$ cat config.mk
export PLATFORM = sky130hd
export DESIGN_NAME = fp16_add_sched
export DESIGN_NICKNAME = d
export VERILOG_FILES = /design/src/rtl/fp16_pkg.sv /design/src/rtl/rr_arb2.sv /design/src/rtl/fp16_add_sched.sv
export SDC_FILE = /design/constraint.sdc
export NUM_CORES = 1
export LEC_CHECK = 0
export BUFFER_PORTS_ARGS = -buffer_cell sky130_fd_sc_hd__buf_4
export CORE_MARGIN = 5
export CORE_UTILIZATION = 30
export DETAILED_ROUTE_END_ITERATION = 10
export SETUP_SLACK_MARGIN = 0.5
export SKIP_CTS_REPAIR_TIMING = 1
export SKIP_LAST_GASP = 1
export SLEW_MARGIN = 10
export SYNTH_ARGS = -nofsm -noshare
export SYNTH_HDL_FRONTEND = slang
export SYNTH_SLANG_ARGS = --single-unit
$ cat constraint.sdc
create_clock -name clk -period 6 [get_ports clk]
set_input_delay 0.6 -clock clk [delete_from_list [all_inputs] [get_ports clk]]
set_output_delay 0.6 -clock clk [all_outputs]
set_load 0.01 [all_outputs]
$ cat src/rtl/fp16_pkg.sv
// ============================================================================
// Module : fp16_pkg
// Brief  : Shared constants and FSM state encoding for the FP16 add scheduler.
// Rev    : 1.0  initial release
// ============================================================================
`default_nettype none

package fp16_pkg;

    localparam int          EXP_W     = 5;
    localparam int          MAN_W     = 10;
    localparam logic [15:0] FP16_INF  = 16'h7C00;
    localparam int          MAX_ALIGN = 12;

    typedef enum logic [2:0] {
        S_IDLE  = 3'd0,
        S_ALIGN = 3'd1,
        S_ADD   = 3'd2,
        S_NORM  = 3'd3,
        S_DONE  = 3'd4
    } state_t;

endpackage

`default_nettype wire

$ cat src/rtl/rr_arb2.sv
// ============================================================================
// Module : rr_arb2
// Brief  : Two-way round-robin grant with last-grant history register.
// Rev    : 1.0  initial release
// ============================================================================
`default_nettype none

module rr_arb2 (
    input  logic       clk,
    input  logic       rst_n,
    input  logic [1:0] req,
    input  logic       update,
    output logic [1:0] gnt
);

    logic r_last;

    // On a tie the requester that did not win last time is served.
    always_comb begin
        gnt = 2'b00;
        case (req)
            2'b01:   gnt = 2'b01;
            2'b10:   gnt = 2'b10;
            2'b11:   gnt = r_last ? 2'b01 : 2'b10;
            default: gnt = 2'b00;
        endcase
    end

    always_ff @(posedge clk or negedge rst_n) begin
        if (!rst_n) begin
            r_last <= 1'b1;
        end else if (update) begin
            r_last <= gnt[1];
        end
    end

endmodule

`default_nettype wire

$ cat src/rtl/fp16_add_sched.sv
// ============================================================================
// Module : fp16_add_sched
// Brief  : Iterative positive FP16 adder shared between two requesters.
// Rev    : 1.0  initial release
// ============================================================================
`default_nettype none

module fp16_add_sched
    import fp16_pkg::*;
#(
    parameter int SHIFT_PER_CYCLE = 1
) (
    input  logic        clk,
    input  logic        rst_n,
    input  logic        req0_valid,
    output logic        req0_ready,
    input  logic [15:0] req0_a,
    input  logic [15:0] req0_b,
    input  logic        req1_valid,
    output logic        req1_ready,
    input  logic [15:0] req1_a,
    input  logic [15:0] req1_b,
    output logic        rsp_valid,
    input  logic        rsp_ready,
    output logic        rsp_id,
    output logic [15:0] rsp_sum,
    output logic        rsp_ovf,
    output logic        busy
);

    localparam logic [3:0]       c_step   = 4'(SHIFT_PER_CYCLE);
    localparam logic [EXP_W-1:0] c_exp_max = '1;

    state_t            r_state, w_next;
    logic [1:0]        w_gnt;
    logic              w_idle, w_accept;
    logic [14:0]       w_a, w_b;
    logic [EXP_W-1:0]  w_ea, w_eb, w_d, w_exp_inc;
    logic              w_a_big, w_inf, w_zero, w_special;
    logic [3:0]        w_rem_init, w_step;
    logic [15:0]       w_special_res, w_norm_res;
    logic              w_norm_ovf;
    logic              w_unused;

    logic [MAN_W:0]    r_big, r_small;
    logic [EXP_W-1:0]  r_exp;
    logic [3:0]        r_rem;
    logic [MAN_W+1:0]  r_sum;
    logic              r_special, r_spec_ovf, r_id, r_rsp_ovf;
    logic [15:0]       r_spec_res, r_rsp_sum;

    assign w_unused = ^{req0_a[15], req0_b[15], req1_a[15], req1_b[15]};

    rr_arb2 u_arb (
        .clk    (clk),
        .rst_n  (rst_n),
        .req    ({req1_valid, req0_valid}),
        .update (w_accept),
        .gnt    (w_gnt)
    );

    // Operand decode for the granted requester; sign bits are dropped here.
    assign w_a        = w_gnt[1] ? req1_a[14:0] : req0_a[14:0];
    assign w_b        = w_gnt[1] ? req1_b[14:0] : req0_b[14:0];
    assign w_ea       = w_a[14:10];
    assign w_eb       = w_b[14:10];
    assign w_a_big    = (w_ea >= w_eb);
    assign w_d        = w_a_big ? (w_ea - w_eb) : (w_eb - w_ea);
    assign w_rem_init = (w_d > 5'(MAX_ALIGN)) ? 4'(MAX_ALIGN) : w_d[3:0];
    assign w_inf      = (w_ea == c_exp_max) || (w_eb == c_exp_max);
    assign w_zero     = (w_ea == '0) || (w_eb == '0);
    assign w_special  = w_inf || w_zero;
    assign w_special_res = w_inf        ? FP16_INF :
                           (w_ea == '0) ? {1'b0, w_b} : {1'b0, w_a};

    assign w_step    = (r_rem < c_step) ? r_rem : c_step;
    assign w_exp_inc = r_exp + 1'b1;

    always_comb begin
        w_norm_res = {1'b0, r_exp, r_sum[MAN_W-1:0]};
        w_norm_ovf = 1'b0;
        if (r_special) begin
            w_norm_res = r_spec_res;
            w_norm_ovf = r_spec_ovf;
        end else if (r_sum[MAN_W+1]) begin
            if (w_exp_inc == c_exp_max) begin
                w_norm_res = FP16_INF;
                w_norm_ovf = 1'b1;
            end else begin
                w_norm_res = {1'b0, w_exp_inc, r_sum[MAN_W:1]};
            end
        end
    end

    always_ff @(posedge clk or negedge rst_n) begin
        if (!rst_n) begin
            r_state <= S_IDLE;
        end else begin
            r_state <= w_next;
        end
    end

    always_comb begin
        w_next = r_state;
        case (r_state)
            S_IDLE:  if (w_accept) w_next = (!w_special && (w_rem_init != '0)) ? S_ALIGN : S_ADD;
            S_ALIGN: if (r_rem <= c_step) w_next = S_ADD;
            S_ADD:   w_next = S_NORM;
            S_NORM:  w_next = S_DONE;
            S_DONE:  if (rsp_ready) w_next = S_IDLE;
            default: w_next = S_IDLE;
        endcase
    end

    // Ready is gated by rst_n so nothing is offered while reset is held.
    always_comb begin
        w_idle     = (r_state == S_IDLE);
        req0_ready = rst_n && w_idle && w_gnt[0];
        req1_ready = rst_n && w_idle && w_gnt[1];
        rsp_valid  = (r_state == S_DONE);
        busy       = !w_idle;
    end

    assign w_accept = (req0_valid && req0_ready) || (req1_valid && req1_ready);

    always_ff @(posedge clk or negedge rst_n) begin
        if (!rst_n) begin
            r_big      <= '0;
            r_small    <= '0;
            r_exp      <= '0;
            r_rem      <= '0;
            r_sum      <= '0;
            r_special  <= 1'b0;
            r_spec_ovf <= 1'b0;
            r_spec_res <= '0;
            r_id       <= 1'b0;
            r_rsp_sum  <= '0;
            r_rsp_ovf  <= 1'b0;
        end else begin
            case (r_state)
                S_IDLE: if (w_accept) begin
                    r_id       <= w_gnt[1];
                    r_big      <= w_a_big ? {1'b1, w_a[9:0]} : {1'b1, w_b[9:0]};
                    r_small    <= w_a_big ? {1'b1, w_b[9:0]} : {1'b1, w_a[9:0]};
                    r_exp      <= w_a_big ? w_ea : w_eb;
                    r_rem      <= w_special ? 4'd0 : w_rem_init;
                    r_special  <= w_special;
                    r_spec_ovf <= w_inf;
                    r_spec_res <= w_special_res;
                end
                S_ALIGN: begin
                    r_small <= r_small >> w_step;
                    r_rem   <= r_rem - w_step;
                end
                S_ADD:  r_sum <= {1'b0, r_big} + {1'b0, r_small};
                S_NORM: begin
                    r_rsp_sum <= w_norm_res;
                    r_rsp_ovf <= w_norm_ovf;
                end
                default: ;
            endcase
        end
    end

    assign rsp_sum = r_rsp_sum;
    assign rsp_ovf = r_rsp_ovf;
    assign rsp_id  = r_id;

endmodule

`default_nettype wire

# Word-level counts from Yosys, hierarchy flattened
# Cells that the tools add are included.
[totals] in_bits=69 regBits=83 ramBits=0 wordCells=84 mem_bits_ro=0 output_inout_bits=22 latch_bits=0 n_memories=0
[classes] bitwise=0 order_cmp=4 n_reduce_logical=20 n_mux=28 addsub=5 mul=0 div_mod_pow=0 shifts=1 eq_ne=13
[op_table] cell="$mux W15" count=6
[op_table] cell="$pmux W11 S2" count=1
[op_table] cell="$mux W10" count=2
[op_table] cell="$mux W16" count=1
[op_table] cell="$mux W4" count=4
[op_table] cell="$eq A5 B5 Y1 const B" count=3
[op_table] cell="$pmux W3 S5" count=1
[op_table] cell="$add A11 B11 Y12" count=1
[op_table] cell="$mux W11" count=1
[op_table] cell="$shr A11 B4 Y11" count=1
[op_table] cell="$logic_not A5 Y1" count=2
[op_table] cell="$mux W5" count=2
[op_table] cell="$sub A5 B5 Y5" count=2
[op_table] cell="$mux W3" count=3
[op_table] cell="$pmux W4 S2" count=1
[op_table] cell="$eq A3 B2 Y1 const B" count=2
[op_table] cell="$logic_and A1 B1 Y1" count=6
[op_table] cell="$pmux W2 S3" count=1
[op_table] cell="$add A5 B1 Y5 const B" count=1
[op_table] cell="$ge A5 B5 Y1" count=1
[op_table] cell="$gt A5 B4 Y1 const B" count=1
[op_table] cell="$eq A2 B2 Y1 const B" count=2
[op_table] cell="$le A4 B1 Y1 const B" count=1
[op_table] cell="$logic_or A1 B1 Y1" count=4
[op_table] cell="15 further kinds" count=21

# Longest topological paths before layout
# Gate-level depths: netlist (run 1).
[logic_depth] ltp_word=12 depth_mapped=16 depth_no_buf=12

# Modules after synthesis
# From an unflattened synthesis (run 1), not the netlist that was laid out.
[unflattened] cells_unflattened=649 area_unflattened_um2=5500.3
[by_module_without_submodules] mod="fp16_add_sched" n_inst=1 area_each_um2=5436.5 cells_each=644 seq_area_each_um2=2001.9
[by_module_without_submodules] mod="rr_arb2" n_inst=1 area_each_um2=63.8 cells_each=5 seq_area_each_um2=26.3

# Worst setup path before layout (run 1)
# OpenSTA, ideal clock, no wires.
[synth_path] path_kind="input -> register" from="input port req1_valid" to="register r_state[1]" path_slack_ps=2410 setup_time_ps=94 stages=15 n_path_buf=3 t_arrival_ps=3496 required_ps=5906 cell_sequence="a21boi_2 -> buf_4 -> buf_6 -> mux2i_1 -> inv_1 -> ha_1 -> clkbuf_1 -> nand2_1 -> a21oi_1 -> a2111oi_4 -> o21ai_2 -> mux2i_1 -> xor2_1 -> nand4b_1 -> a221oi_2"
[synth_via] elab_chain_len=12 elab_cells_between_ends=32 classes_between="add/sub: 2; order compare: 2; eq/ne: 6; mux: 8; reduce/logical: 14"
[synth_lines] element="start, declared" line_no="fp16_add_sched.sv:19" rtl="input logic req1_valid,"
[synth_lines] element="$eq A2 B2 Y1 / $eq A2 B1 Y1 (equally long branches)" line_no="rr_arb2.sv:21" rtl="case (req)"
[synth_lines] element="$pmux W2 S3" line_no="rr_arb2.sv:21"
[synth_lines] element="$mux W15 (on tied branches)" line_no="fp16_add_sched.sv:64, fp16_add_sched.sv:63"
[synth_lines] element="$sub A5 B5 Y5 / $ge A5 B5 Y1 (equally long branches)" line_no="fp16_add_sched.sv:68, fp16_add_sched.sv:67"
[synth_lines] element="$mux W5" line_no="fp16_add_sched.sv:68" rtl="assign w_d = w_a_big ? (w_ea - w_eb) : (w_eb - w_ea);"
[synth_lines] element="$gt A5 B4 Y1" line_no="fp16_add_sched.sv:69" rtl="assign w_rem_init = (w_d > 5'(MAX_ALIGN)) ? 4'(MAX_ALIGN) : w_d[3:0];"
[synth_lines] element="$mux W4" line_no="fp16_add_sched.sv:69"
[synth_lines] element="$reduce_bool A4 Y1" line_no="fp16_add_sched.sv:106" rtl="S_IDLE: if (w_accept) w_next = (!w_special && (w_rem_init != '0)) ? S_ALIGN : S_ADD;"
[synth_lines] element="$logic_and A1 B1 Y1" line_no="fp16_add_sched.sv:106"
[synth_lines] element="$mux W2" line_no="fp16_add_sched.sv:106"
[synth_lines] element="$mux W3" line_no="fp16_add_sched.sv:106"
[synth_lines] element="$pmux W3 S5" line_no="fp16_add_sched.sv:105" rtl="case (r_state)"
[synth_lines] element="end signal, assigned" line_no="fp16_add_sched.sv:99" rtl="r_state <= w_next;"
[synth_lines] element="end, declared" line_no="fp16_add_sched.sv:34" rtl="state_t r_state, w_next;"
# Parallel ways exist; a longest one is shown, timed or not. The select of a mux whose other input is x is not followed.
# A chain may end at the register's enable or synchronous reset.

# Worst setup path after layout (run 1)
# Ends and elaborated chain as after synthesis.

==> results.json, run 1 <==
{
  "via_count_of_the_first_global_routing_pass": 4017,
  "sw_frac_of_total_pct": 40.7,
  "start_kind": "primary input",
  "final-max-slew-violation-count": 0,
  "synth_area_sq_um": 5170,
  "timing.setup.critical_path_class": "in2reg",
  "r2r_end": "r_state[1]",
  "clockPowerShare_pct": 17.4,
  "detail_route.first_pass.iterations": 4,
  "fillers": 1777,
  "fmax_mhz": 260,
  "ys_warn_count": 0,
  "slowest_delay_ns": 0.58,
  "insertedDiodeCount": 0,
  "design.portCount": 91,
  "run_status": "complete, no violations",
  "layout-drive-gt1-share_pct": 20.7,
  "synth_top_flop_cell": "dfrtp_1",
  "regToRegStartpoint": "u_arb.r_last",
  "tritoncts": "done",
  "clock_sink_count": 81,
  "reg2reg_setup_slack_ns": 2.18,
  "leakage_nw": 2.85,
  "clock_tree.buffer_depth": 2,
  "highest_layer": "met4",
  "num_rows": 48,
  "timing.slew.headroom_pct": 19.3,
  "pwr-share-comb_pct": 47.7,
  "synthDominantCellAreaShare_pct": 38.7,
  "dr_wl_met3_microns": 384,
  "avgSynthCellArea_sq_um": 9.14,
  "drt_drc": 0,
  "final_net_count": 723,
  "synth-seq-area-share_pct": 39.2,
  "p_switching_w": 0.00122,
  "maxCapViolations": 0,
  "grt_setup_unrepaired": "no",
  "slowest_stage_cell_cp": "o21ai_2",
  "power.internal_w": 0.00177,
  "routabilityCongestion": 0.800,
  "power_frac_seq_pct": 34.8,
  "power_density_nw_per_um2": 477,
  "setup_skew_ns": 0.00458,
  "tightestPinTransition_ns": 1.20,
  "cts_htree_levels": 3,
  "core_area_sq_um": 17100,
  "peakVddDrop_v": 0.000223,
  "synthCells": 566,
  "detail_route.wirelength_microns": 12600,
  "worstHoldPathType": "in2async",
  "floorplan.die.height_microns": 141,
  "worst-endpoint-arrival_ns": 4.09,
  "r2r.worst_path.cells": 12,
  "number_of_antenna_violations_at_the_first_check_in_global_routing": 0,
  "wire_length_of_the_first_global_routing_pass_microns": 20800,
  "post_drt_wl_per_cell_microns": 14.6,
  "dp.cells": 847,
  "yosys-top-cells-area": "dfrtp_1 (39%), mux2i_1 (9.1%), o21ai_0 (5.4%)",
  "grt.overflow.total": 0,
  "avg_vias_per_cell": 4.78,
  "period_share_pct": 64.2,
  "routedLengthMet1_microns": 6810,
  "vias": 4120,
  "final_hold_viol_count": 0,
  "routed-wl-met2_microns": 5180,
  "crit_required_ns": 6.24,
  "period_needed_ns": 3.85,
  "place.detailed.hpwl_microns": 9450,
  "report.final.setup_viol": 0,
  "cp_max_fo": 14,
  "grt_max_degree": 61,
  "first_iteration_detailed_routing_drc_count": 256,
  "critical_path.most_common_cell": "mux2i_1",
  "path_clk_slew_ns": 0.06,
  "setup-tns-final_ns": 0,
  "synth.largest_area_cell": "dfrtp_1",
  "flow.area_growth_from_synthesis_pct": 21.4,
  "place.port_buffers": 85,
  "path_cells": "buf_4 -> a21boi_4 -> mux2i_1 -> inv_1 -> ha_1 -> nand2_1 -> a21oi_1 -> a2111oi_4 -> o21ai_2 -> mux2i_1 -> xor2_1 -> nand4b_1 -> a221oi_2",
  "initial_utilization_pct": 30.2,
  "worst_setup_path_end_kind": "flop",
  "remaining_antenna_violation_count_after_routing": 0,
  "synth_cell_type_count": 56,
  "synth_nets": 656,
  "worstSkewPairLatency_ns": 0.34,
  "netlist_top_cells_count": "dfrtp_1 (80), nand2_1 (59), o21ai_0 (56), mux2i_1 (47), a21oi_1 (39)",
  "synth_enable_flop_cells": 0,
  "cts.root.buffer_cell": "clkbuf_16",
  "die_area_sq_um": 20000,
  "ys_async_sr_fraction_pct": 100,
  "globalRouteTotalUtil_pct": 12.8,
  "synthMostInstantiatedCell": "dfrtp_1",
  "layoutNonFillerInstCount": 862,
  "synth.ff_latch_count": 81,
  "die_w_microns": 141,
  "tritoncts.num_buffers": 9
}
-- logic make-up (layout without fill, tap and decap cells) --
logic type / Yosys count / in the layout / share of synthesized area [%]
other: 1 / 1 / 0.0725
AND/OR/NAND/NOR: 163 / 163 / 14.9
flip-flops: 81 / 81 / 39.2
adder cells (fa/ha/maj): 21 / 21 / 5.37
multiplexers: 70 / 70 / 14.1
buffers and inverters: 56 / 127 / 4.45
AO/OA/AOI/OAI: 160 / 160 / 19.6
XOR/XNOR: 14 / 14 / 2.37
-- per-layer routing --
metal | vias up | GRT usage [%]
li1 | 2159 | -
met1 | 1877 | 19.3
met2 | 75 | 18.6
met3 | 9 | 1.65
met4 | 0 | 5.05
met5 | - | 0
-- how the worst max path moves through the flow --
stage	start	end	cells after the start
after detailed placement	req1_valid	r_state[1]	13
after global placement	req1_valid	r_state[1]	13
after floorplan	req1_valid	r_state[1]	15
after global routing	req1_valid	r_state[1]	13
after CTS	req1_valid	r_state[1]	13
final	req1_valid	r_state[1]	13
-- stage by stage --
stage / cell area (sq um) / utilization [%] / total power (W) / setup WS (ns) / hold WS, ns
6_report: 6280 / 36.7 / 0.00299 / 2.15 / 0.156
3_5_place_dp: 6000 / 35.0 / 0.00249 / 1.79 / 0.462
3_3_place_gp: 6000 / 35.0 / 0.00247 / 1.80 / 0.464
4_1_cts: 6280 / 36.7 / 0.00303 / 2.14 / 0.164
2_1_floorplan: 5170 / - / 0.00207 / 2.41 / 0.304
5_1_grt: 6280 / 36.7 / 0.00328 / 1.78 / 0.177
-- cell type report --
type                            count  area (sq um)  area share, %
Clock buffer                       13           270           4.30
Clock inverter                      2          12.5          0.199
Inverter                           23          86.3           1.37
Multi-Input combinational cell    429          2930           46.7
Sequential cell                    81          2030           32.3
Tap cell                          225           282           4.48
Timing Repair Buffer               89           668           10.6
-- registers in the layout, indices dropped and copies added, names as in the netlist --
signal        cells
rsp_id            1
rsp_ovf           1
u_arb.r_last      1
r_special         1
r_rem             4
r_spec_ovf        1
r_big            11
r_small          11
r_state           3
rsp_sum          15
r_exp             5
r_spec_res       15
r_sum            12
-- placed cells by master, fill, tap and decap left out, types with 2 or more instances in the layout --
master and instances:
a211o_1 2, a21boi_0 2, a21o_1 3, a21oi_1 39, a22o_1 11, a22oi_1 10
a31oi_1 5, and2_1 3, buf_4 89, clkbuf_16 9, clkbuf_8 3, dfrtp_1 80
fa_1 2, ha_1 19, inv_1 23, mux2_2 22, mux2i_1 47, nand2_1 59
nand2b_1 21, nand3_1 12, nand3b_1 3, nand4_1 4, nor2_1 36, nor2b_1 6
nor3_1 8, nor3b_1 3, nor4_1 2, o211ai_1 5, o21a_1 6, o21ai_0 56
o2bb2ai_1 2, o31ai_1 6, or3_1 2, xnor2_1 6, xor2_1 8
-- power groups by stage --
| stage | Clock (W) | Combinational (W) | Sequential, W |
|---|---|---|---|
| CTS | 0.000539 | 0.00144 | 0.00104 |
| global route | 0.000562 | 0.00163 | 0.00109 |
| finish | 0.000522 | 0.00143 | 0.00104 |
| detailed placement | 0 | 0.00143 | 0.00105 |
| global placement | 0 | 0.00142 | 0.00104 |
| floorplan | 0 | 0.00110 | 0.000968 |
-- critical path: cells and delay by family --
family	cells	cell delay, ns
AND/OR/NAND/NOR	2	0.33
AO/OA/AOI/OAI	5	1.52
multiplexers	2	0.63
XOR/XNOR	1	0.30
buffers and inverters	2	0.23
adder cells (fa/ha/maj)	1	0.47
(Power assumes the default switching activity.)
==> inputs of run 2 (changes only) <==
==> constraint.sdc (replaced) <==
create_clock -name clk -period 3.6 [get_ports clk]
set_input_delay 0.36 -clock clk [delete_from_list [all_inputs] [get_ports clk]]
set_output_delay 0.36 -clock clk [all_outputs]
set_load 0.01 [all_outputs]
==> results.json, run 2 (synthesis gave the netlist of run 1 again) <==
{
  "final_net_count": 753,
  "cts_htree_levels": 3,
  "setup_skew_ns": 0.00635,
  "drt_drc": 0,
  "power_density_nw_per_um2": 796,
  "clock_sink_count": 81,
  "num_rows": 48,
  "worstHoldPathType": "in2reg",
  "routabilityCongestion": 0.806,
  "peakVddDrop_v": 0.000402,
  "insertedDiodeCount": 0,
  "maxCapViolations": 0,
  "avg_vias_per_cell": 4.84,
  "fmax_mhz": 314,
  "cts.root.buffer_cell": "clkbuf_16",
  "grt.overflow.total": 0,
  "reg2reg_setup_slack_ns": 0.41,
  "initial_utilization_pct": 30.2,
  "grt_setup_unrepaired": "yes",
  "leakage_nw": 3.04,
  "cp_max_fo": 7,
  "core_area_sq_um": 17100,
  "start_kind": "flop",
  "tritoncts": "done",
  "period_needed_ns": 3.19,
  "design.portCount": 91,
  "path_clk_slew_ns": 0.06,
  "tightestPinTransition_ns": 1.01,
  "worst-endpoint-arrival_ns": 3.43,
  "period_share_pct": 88.6,
  "number_of_antenna_violations_at_the_first_check_in_global_routing": 0,
  "post_drt_wl_per_cell_microns": 14.7,
  "worst_setup_path_end_kind": "flop",
  "die_w_microns": 141,
  "tritoncts.num_buffers": 9,
  "detail_route.first_pass.iterations": 4,
  "final-max-slew-violation-count": 0,
  "via_count_of_the_first_global_routing_pass": 4218,
  "timing.setup.critical_path_class": "reg2reg",
  "place.detailed.hpwl_microns": 9770,
  "flow.area_growth_from_synthesis_pct": 29.9,
  "vias": 4323,
  "remaining_antenna_violation_count_after_routing": 0,
  "fin_util_pct": 39.3,
  "layout-drive-gt1-share_pct": 26.5,
  "die_area_sq_um": 20000,
  "final_hold_viol_count": 0,
  "crit_required_ns": 3.84,
  "detail_route.wirelength_microns": 13100,
  "worstSkewPairLatency_ns": 0.34,
  "wire_length_of_the_first_global_routing_pass_microns": 21400,
  "layout_commonest_cell": "buf_4",
  "first_iteration_detailed_routing_drc_count": 219,
  "floorplan.die.height_microns": 141,
  "place.port_buffers": 85,
  "clock_tree.buffer_depth": 2,
  "layout.cells.most_common_list": "buf_4 (112), dfrtp_1 (80), nand2_1 (58), o21ai_0 (55), mux2i_1 (40)",
  "run_status": "complete, no violations",
  "globalRouteTotalUtil_pct": 13.1,
  "timing.slew.headroom_pct": 32.6,
  "setup-tns-final_ns": 0,
  "report.final.setup_viol": 0,
  "grt_max_degree": 62
}
-- run 2: cell types whose count changed in the layout (fill, tap and decap cells not counted), moves of 3 or more --
cell | previous run | this run
buf_4 | 89 | 112
mux2i_4 | 0 | 3
buf_6 | 0 | 4
mux2i_1 | 47 | 40
mux2i_2 | 0 | 4
ha_4 | 0 | 4
ha_1 | 19 | 15
-- run 2: cell type report --
cell class	instances	area, sq um
sequential	81	2030
fill	1757	10400
tap	225	282
multi-input combinational	429	3070
clock inverter	2	60.1
inverter	23	86.3
timing repair buffer	119	931
clock buffer	14	264
-- run 2: stage by stage --
step / instance area [sq um] / worst slack (ns) / instances / hold slack [ns] / power (W)
finish: 6720 / 0.412 / 893 / 0.232 / 0.00535
detailed placement: 6100 / 0.150 / 860 / 0.266 / 0.00423
global placement: 6100 / 0.237 / 860 / 0.268 / 0.00418
global route: 6720 / 0.254 / 893 / 0.240 / 0.00585
CTS: 6430 / 0.284 / 876 / -0.0962 / 0.00525
floorplan: 5190 / 0.493 / 566 / 0.0644 / 0.00346
-- run 2: worst paths after layout --
kind | startpoint | endpoint | cells after the start
max in group asynchronous | rst_n | r_small[8] | 3
worst min-delay path | rsp_ready | r_state[2] | 2
min in group asynchronous | rst_n | r_big[6] | 2
worst max-delay path | u_arb.r_last | r_state[1] | 12
worst min register to register | rsp_sum[3] | rsp_sum[3] | 2
worst max register to register | u_arb.r_last | r_state[1] | 12
-- run 2: routing by layer --
layer  part of all wire [%]  GRT usage, %  wire length, microns
met5                      0             0                     0
met4                   0.91          2.75                   119
met3                    4.8          3.00                   630
met2                     43          19.0                  5630
met1                     51          19.9                  6740
-- run 2: power breakdown --
group	switching, W	internal (W)	leakage [nW]
sequential	0.000412	0.00133	1.01
combinational	0.00135	0.00126	1.87
clock	0.000343	0.000646	0.157
-- run 2: critical path, cell delays in order, from the launching register on --
cell      delay (ns)
dfstp_2         0.38
a21boi_4        0.33
buf_6           0.20
buf_4           0.11
mux2_2          0.40
ha_4            0.31
nand2_1         0.08
o21ai_4         0.24
buf_6           0.14
mux2i_2         0.20
xor2_1          0.23
nand4b_1        0.21
a221oi_2        0.27
